## src/rtl/pinwheel_bus_arbiter.sv

```systemverilog
// ============================================================================
// Module   : pinwheel_bus_arbiter
// Purpose  : Round-robin TileLink-UL channel-A arbiter with an in-order source
//            FIFO that steers channel-D replies back to the issuing requester.
//            Optional macro PINWHEEL_ARB_PERF_EN builds per-requester grant
//            counters on perf_grants; otherwise perf_grants is tied to zero.
// Revision : 1.0 - initial release
// ============================================================================
`default_nettype none

module pinwheel_bus_arbiter #(
  parameter int NREQ       = 2,
  parameter int SRC_W      = 1,
  parameter int FIFO_DEPTH = 4
) (
  input  logic                          clock,
  input  logic                          reset_n_in,
  input  logic [NREQ-1:0]               req_a_valid,
  output logic [NREQ-1:0]               req_a_ready,
  input  logic [3*NREQ-1:0]             req_a_opcode,
  input  logic [32*NREQ-1:0]            req_a_address,
  input  logic [4*NREQ-1:0]             req_a_mask,
  input  logic [32*NREQ-1:0]            req_a_data,
  output logic                          mem_a_valid,
  input  logic                          mem_a_ready,
  output logic [2:0]                    mem_a_opcode,
  output logic [31:0]                   mem_a_address,
  output logic [3:0]                    mem_a_mask,
  output logic [31:0]                   mem_a_data,
  output logic [SRC_W-1:0]              mem_a_source,
  input  logic                          mem_d_valid,
  output logic                          mem_d_ready,
  input  logic [2:0]                    mem_d_opcode,
  input  logic [31:0]                   mem_d_data,
  output logic [NREQ-1:0]               rsp_d_valid,
  input  logic [NREQ-1:0]               rsp_d_ready,
  output logic [2:0]                    rsp_d_opcode,
  output logic [31:0]                   rsp_d_data,
  output logic [$clog2(FIFO_DEPTH):0]   outstanding,
  output logic                          err_orphan_d,
  output logic [32*NREQ-1:0]            perf_grants
);

  localparam int PTR_W = $clog2(FIFO_DEPTH);
  localparam int CNT_W = PTR_W + 1;
  localparam int SUM_W = SRC_W + 1;

  // Held low until the first edge after reset release so that all
  // handshake outputs stay quiet while reset is asserted.
  logic                 run_q;

  logic                 slot_valid_q;
  logic [2:0]           slot_opcode_q;
  logic [31:0]          slot_address_q;
  logic [3:0]           slot_mask_q;
  logic [31:0]          slot_data_q;
  logic [SRC_W-1:0]     slot_source_q;
  logic [SRC_W-1:0]     ptr_q;

  logic [SRC_W-1:0]     fifo_q [FIFO_DEPTH];
  logic [PTR_W-1:0]     wr_ptr_q;
  logic [PTR_W-1:0]     rd_ptr_q;
  logic [CNT_W-1:0]     count_q;
  logic [CNT_W-1:0]     count_d;
  logic                 err_q;

  logic                 slot_free;
  logic                 fifo_empty;
  logic                 fifo_ok;
  logic                 d_fire;
  logic                 d_pop;
  logic                 d_orphan;
  logic                 grant_any;
  logic [SRC_W-1:0]     grant_idx;
  logic [SRC_W-1:0]     head;
  logic [SUM_W-1:0]     cand_w;
  logic [SRC_W-1:0]     cand;
  logic [2:0]           sel_opcode;
  logic [31:0]          sel_address;
  logic [3:0]           sel_mask;
  logic [31:0]          sel_data;

  assign slot_free  = !slot_valid_q || mem_a_ready;
  assign fifo_empty = (count_q == '0);
  assign head       = fifo_q[rd_ptr_q];
  assign d_fire     = mem_d_valid && mem_d_ready;
  assign d_pop      = d_fire && !fifo_empty;
  assign d_orphan   = d_fire && fifo_empty;
  assign fifo_ok    = (count_q < CNT_W'(FIFO_DEPTH)) || d_pop;

  // Round-robin scan starting one past the last granted requester.
  always_comb begin
    grant_any = 1'b0;
    grant_idx = '0;
    cand_w    = '0;
    cand      = '0;
    if (run_q && slot_free && fifo_ok) begin
      for (int k = 1; k <= NREQ; k++) begin
        cand_w = {1'b0, ptr_q} + SUM_W'(k);
        if (cand_w >= SUM_W'(NREQ)) begin
          cand_w = cand_w - SUM_W'(NREQ);
        end
        cand = cand_w[SRC_W-1:0];
        if (!grant_any && req_a_valid[cand]) begin
          grant_any = 1'b1;
          grant_idx = cand;
        end
      end
    end
  end

  always_comb begin
    req_a_ready = '0;
    for (int i = 0; i < NREQ; i++) begin
      req_a_ready[i] = grant_any && (grant_idx == SRC_W'(i));
    end
  end

  assign sel_opcode  = req_a_opcode[int'(grant_idx)*3 +: 3];
  assign sel_address = req_a_address[int'(grant_idx)*32 +: 32];
  assign sel_mask    = req_a_mask[int'(grant_idx)*4 +: 4];
  assign sel_data    = req_a_data[int'(grant_idx)*32 +: 32];

  always_ff @(posedge clock or negedge reset_n_in) begin
    if (!reset_n_in) begin
      run_q          <= 1'b0;
      slot_valid_q   <= 1'b0;
      slot_opcode_q  <= '0;
      slot_address_q <= '0;
      slot_mask_q    <= '0;
      slot_data_q    <= '0;
      slot_source_q  <= '0;
      ptr_q          <= SRC_W'(NREQ - 1);
    end else begin
      run_q <= 1'b1;
      if (grant_any) begin
        slot_valid_q   <= 1'b1;
        slot_opcode_q  <= sel_opcode;
        slot_address_q <= sel_address;
        slot_mask_q    <= sel_mask;
        slot_data_q    <= sel_data;
        slot_source_q  <= grant_idx;
        ptr_q          <= grant_idx;
      end else if (mem_a_ready) begin
        slot_valid_q <= 1'b0;
      end
    end
  end

  assign mem_a_valid   = slot_valid_q;
  assign mem_a_opcode  = slot_opcode_q;
  assign mem_a_address = slot_address_q;
  assign mem_a_mask    = slot_mask_q;
  assign mem_a_data    = slot_data_q;
  assign mem_a_source  = slot_source_q;

  // A beat arriving with nothing outstanding is drained and flagged.
  always_comb begin
    rsp_d_valid = '0;
    mem_d_ready = 1'b0;
    if (run_q) begin
      if (fifo_empty) begin
        mem_d_ready = 1'b1;
      end else begin
        rsp_d_valid[head] = mem_d_valid;
        mem_d_ready       = rsp_d_ready[head];
      end
    end
  end

  assign rsp_d_opcode = mem_d_opcode;
  assign rsp_d_data   = mem_d_data;

  assign count_d = count_q + CNT_W'(grant_any) - CNT_W'(d_pop);

  always_ff @(posedge clock or negedge reset_n_in) begin
    if (!reset_n_in) begin
      for (int i = 0; i < FIFO_DEPTH; i++) begin
        fifo_q[i] <= '0;
      end
      wr_ptr_q <= '0;
      rd_ptr_q <= '0;
      count_q  <= '0;
      err_q    <= 1'b0;
    end else begin
      if (grant_any) begin
        fifo_q[wr_ptr_q] <= grant_idx;
        wr_ptr_q         <= wr_ptr_q + PTR_W'(1);
      end
      if (d_pop) begin
        rd_ptr_q <= rd_ptr_q + PTR_W'(1);
      end
      count_q <= count_d;
      if (d_orphan) begin
        err_q <= 1'b1;
      end
    end
  end

  assign outstanding  = count_q;
  assign err_orphan_d = err_q;

`ifdef PINWHEEL_ARB_PERF_EN
  generate
    for (genvar i = 0; i < NREQ; i++) begin : g_perf
      logic [31:0] grants_q;
      always_ff @(posedge clock or negedge reset_n_in) begin
        if (!reset_n_in) begin
          grants_q <= '0;
        end else if (req_a_ready[i]) begin
          grants_q <= grants_q + 32'd1;
        end
      end
      assign perf_grants[i*32 +: 32] = grants_q;
    end
  endgenerate
`else
  assign perf_grants = '0;
`endif

endmodule

`default_nettype wire

```

## config.mk

```make
export PLATFORM = sky130hd
export DESIGN_NAME = pinwheel_bus_arbiter
export DESIGN_NICKNAME = d
export VERILOG_FILES = /design/src/rtl/pinwheel_bus_arbiter.sv
export SDC_FILE = /design/constraint.sdc
export NUM_CORES = 1
export LEC_CHECK = 0
export ABC_AREA = 0
export CORE_AREA = 3 3 143 145
export CTS_CLUSTER_SIZE = 28
export DETAILED_ROUTE_END_ITERATION = 10
export DIE_AREA = 0 0 146 148
export DONT_BUFFER_PORTS = 1
export PLACE_DENSITY = 0.4
export SYNTH_ARGS = -nofsm -noshare
export SYNTH_HDL_FRONTEND = slang
export SYNTH_SLANG_ARGS = --single-unit
```

## constraint.sdc

```tcl
create_clock -name clock -period 8.1 [get_ports clock]
set_input_delay 0.81 -clock clock [delete_from_list [all_inputs] [get_ports clock]]
set_output_delay 0.81 -clock clock [all_outputs]
set_load 0.02 [all_outputs]
```

==> metrics list <==
- Run status: finished, final reports clean
- Placement Rows: 51
- The smallest clock period supported by the final layout is computed as just under 4 ns.
- Highest clock frequency the design can meet: approximately 250 MHz
* Final max-slew violation count: 0
* Post-route clock skew: around 0.0086 ns
- Net switching is 41.6% of the power.
- For this run, the leading register cell type out of synthesis is dfrtp_1.
- Post-cts resize count: 0
- Synthesis inferred 87 register bits.
- The worst pin sits at a relative slew slack of between 50 and 60%.
- Reported leakage power: approximately 2.4 nW
* Minimum setup slack in the final design: approximately 4.2 ns
* Global-route usage over all layers: under 10%
* Slowest stage cell, crit path: buf_4
- The congestion estimate from routability-driven global placement came to about 0.76.
- After clock tree synthesis, the clock-pin slew on the worst setup and hold paths is 0.07 ns.
* # Post-CTS Setup Buffers: 0
- The core region is 0.0193 mm2.
* Post-DR vias/cell: 3.99
- Fraction of layout cells with a size suffix above 1: 5.33%
* Total power after layout: about 0.0020 W
- The library cell used most frequently in the layout, excluding fill and tap cells, is dfrtp_1.
- The number of antenna diodes in the final layout is 0.
* Synthesized area per cell: 9.95 um2
- Cell family with the largest share of critical-path delay: buffers and inverters
- In the synthesized netlist, the number of instances is 492.
- Number of enable flip-flop cells after synthesis: 0
- Port Buffers: 0
- Setup repair after global routing left no endpoint under its margin.
- Pre-CTS setup slack: 4.42 ns
- VDD sags by at most about 0.00013 V.
- At the worst endpoint, the required time is ~7.3 ns.
* HP Class: in2async
- H-Tree Depth: 3
- TritonCTS Buffers: 9
- Once layout is complete, the utilization of the core stands at 25.9%.
- Ordered cell list for the critical path: mux2i_1 > mux2i_1 > o311ai_4 > buf_4 > buf_4 > nor2b_1
* Register-to-Register Setup Slack: between 4 and 5 ns
* Internal: 0.00116 W
- Leaving out fill and tap cells, the most frequent cells in the layout are 86 x dfrtp_1, 77 x mux2i_1, 74 x o21ai_0.
- STA classifies the critical path startpoint as a flip-flop.
- Finished layout cell area: 0.00500 mm2
* Count of nets after finishing: 637
- In this run the vertical extent of the chip is approximately 150 um.
* Routed wire per std cell: between 15 and 20 um
- The initial utilization of the core area, before any placement, comes to 25.3%.
- Worst Path Class, Setup: reg2out
- P&R area growth vs syn: 2.17%
- The first global-routing pass estimated ~17000 um of wire.
* Longest Clk Path Bufs: 2
* Residual DRC count: 0
- The total overflow left after global routing is 0.
- For this run, asynchronously set or reset flops after synthesis account for 100%.
- For the worst-skew pair, the clock arrives at the later sink with an insertion delay of approximately 0.34 ns.
* Setup-failing EPs final: 0
* Vias in the first global route: 2806
* Number of distinct library cells after synthesis: 32
* Portion of total power attributed to sequential cells: a little over half
- Post-detailed-placement cell area: around 0.0046 mm2
* Die footprint: around 0.022 mm2
- Critical path endpoint category: output port
- Number of top-level pins: 366
- In this run the remaining antenna-violating nets after routing total 0.
- Entering global routing, the biggest net connects 88 pins.
- For this block, the initial DRC count from the detailed router was 75.
- Clock share of power: between 20% and 30%
* Total of warnings raised by yosys: 0
- Mapped Area: ~0.0049 mm2
- Placed wire-length estimate: around 8700 um
- The die is roughly 150 um wide.
* Antenna violations before repair: 0
- Data arrival, critical path: approximately 3.1 ns
* Wire length reported by the detailed router: ~11000 um
- The analysis attributes to net switching a power of 0.000827 W.
- Share of the yosys chip area belonging to registers: 44.5%
* Delay of the slowest cell on the worst path: 0.62 ns
- Of all nets on the critical path, the largest fanout is between 70 and 80.
- Power per cell area: roughly 400 mW/mm2
- The pre-antenna-repair detailed-routing pass consisted of 4 iterations.
- Clock sink total: 87
- In the finished design, the share of the clock period the worst path needs comes to 48.7%.
- Adding up every negative setup slack in the final design gives 0 ns.
* Measured slew at the worst slew-check pin: between 0.6 and 0.7 ns
- The cell sitting at the root of the clock tree is a clkbuf_16.
- For this block, the via count after detailed routing is between 2000 and 3000.
- TritonCTS built the clock tree.
- Hold Buf Count CTS: 0
- Of the total power, combinational logic draws roughly 22%.
- Bufs and invs on worst path: 2
- Final hold violation count: 0
* Max-capacitance violation count: 0
==> synthesized netlist by cell type (2+ instances only) <==
cell | number | area (um2)
dfrtp_1 | 86 | 2150
nand4b_1 | 2 | 17.5
buf_2 | 9 | 45.0
mux2_2 | 2 | 22.5
inv_1 | 10 | 37.5
buf_4 | 103 | 773
conb_1 | 2 | 7.51
o21ai_0 | 74 | 370
xor2_1 | 2 | 17.5
nand4_1 | 2 | 12.5
clkbuf_1 | 12 | 45.0
a21boi_0 | 2 | 15.0
ha_1 | 6 | 75.1
xnor2_1 | 3 | 26.3
mux2i_1 | 77 | 771
mux2_1 | 4 | 45.0
nor2b_1 | 2 | 12.5
nand2_1 | 72 | 270
nand3_1 | 3 | 15.0
nor2_1 | 7 | 26.3
==> power by group through the flow <==
stage	sequential (W)	combinational [W]	clock [W]
final	0.00104	0.000430	0.000513
after global placement	0.00106	0.000428	0
after floorplan	0.000980	0.000435	0
after CTS	0.00106	0.000441	0.000537
after global routing	0.00107	0.000504	0.000554
after detailed placement	0.00106	0.000445	0
==> area by class of cell <==
type | count | area (um2)
Clock buffer | 11 | 243
Clock inverter | 5 | 129
Fill cell | 2049 | 14300
Inverter | 10 | 37.5
Multi-Input combinational cell | 333 | 2050
Sequential cell | 87 | 2180
Tap cell | 265 | 332
Timing Repair Buffer | 4 | 30.0
==> worst paths after layout <==
path	from	to	cells past startpoint
max reg2reg	rd_ptr_q[1]	mem_a_source	7
min	reset_n_in	err_orphan_d	0
max in group asynchronous	reset_n_in	ptr_q	0
min in group clock	fifo_q[0]	fifo_q[0]	1
max	rd_ptr_q[1]	req_a_ready[1]	6
min reg2reg	fifo_q[0]	fifo_q[0]	1
==> registers in the layout, summed over array words and instances, names as in the netlist, 2 cells and up <==
name,flops
mem_a_data,32
mem_a_opcode,3
outstanding,3
rd_ptr_q,2
mem_a_mask,4
fifo_q,4
mem_a_address,32
wr_ptr_q,2
==> routing by layer <==
| metal | wire [um] | GRT usage, % | vias up |
|---|---|---|---|
| li1 | - | - | 1379 |
| met1 | 3740 | 9.84 | 1259 |
| met2 | 6040 | 17.9 | 183 |
| met3 | 1160 | 4.78 | 29 |
| met4 | 334 | 4.28 | 0 |
| met5 | 0 | 0 | - |
==> cells by family after synthesis <==
group | synth area share [%]
buffers and inverters | 18.6
AND/OR/NAND/NOR | 7.74
other | 0.153
adder cells (fa/ha/maj) | 1.94
AO/OA/AOI/OAI | 9.02
multiplexers | 17.1
XOR/XNOR | 0.895
flip-flops | 44.5
==> through the flow <==
stage	instances	hold WS, ns
finish	715	0.161
global route	715	0.124
CTS	715	0.137
floorplan	555	0.457
detailed placement	699	0.483
global placement	699	0.473
Note: power is estimated with default switching activity, not from simulation.
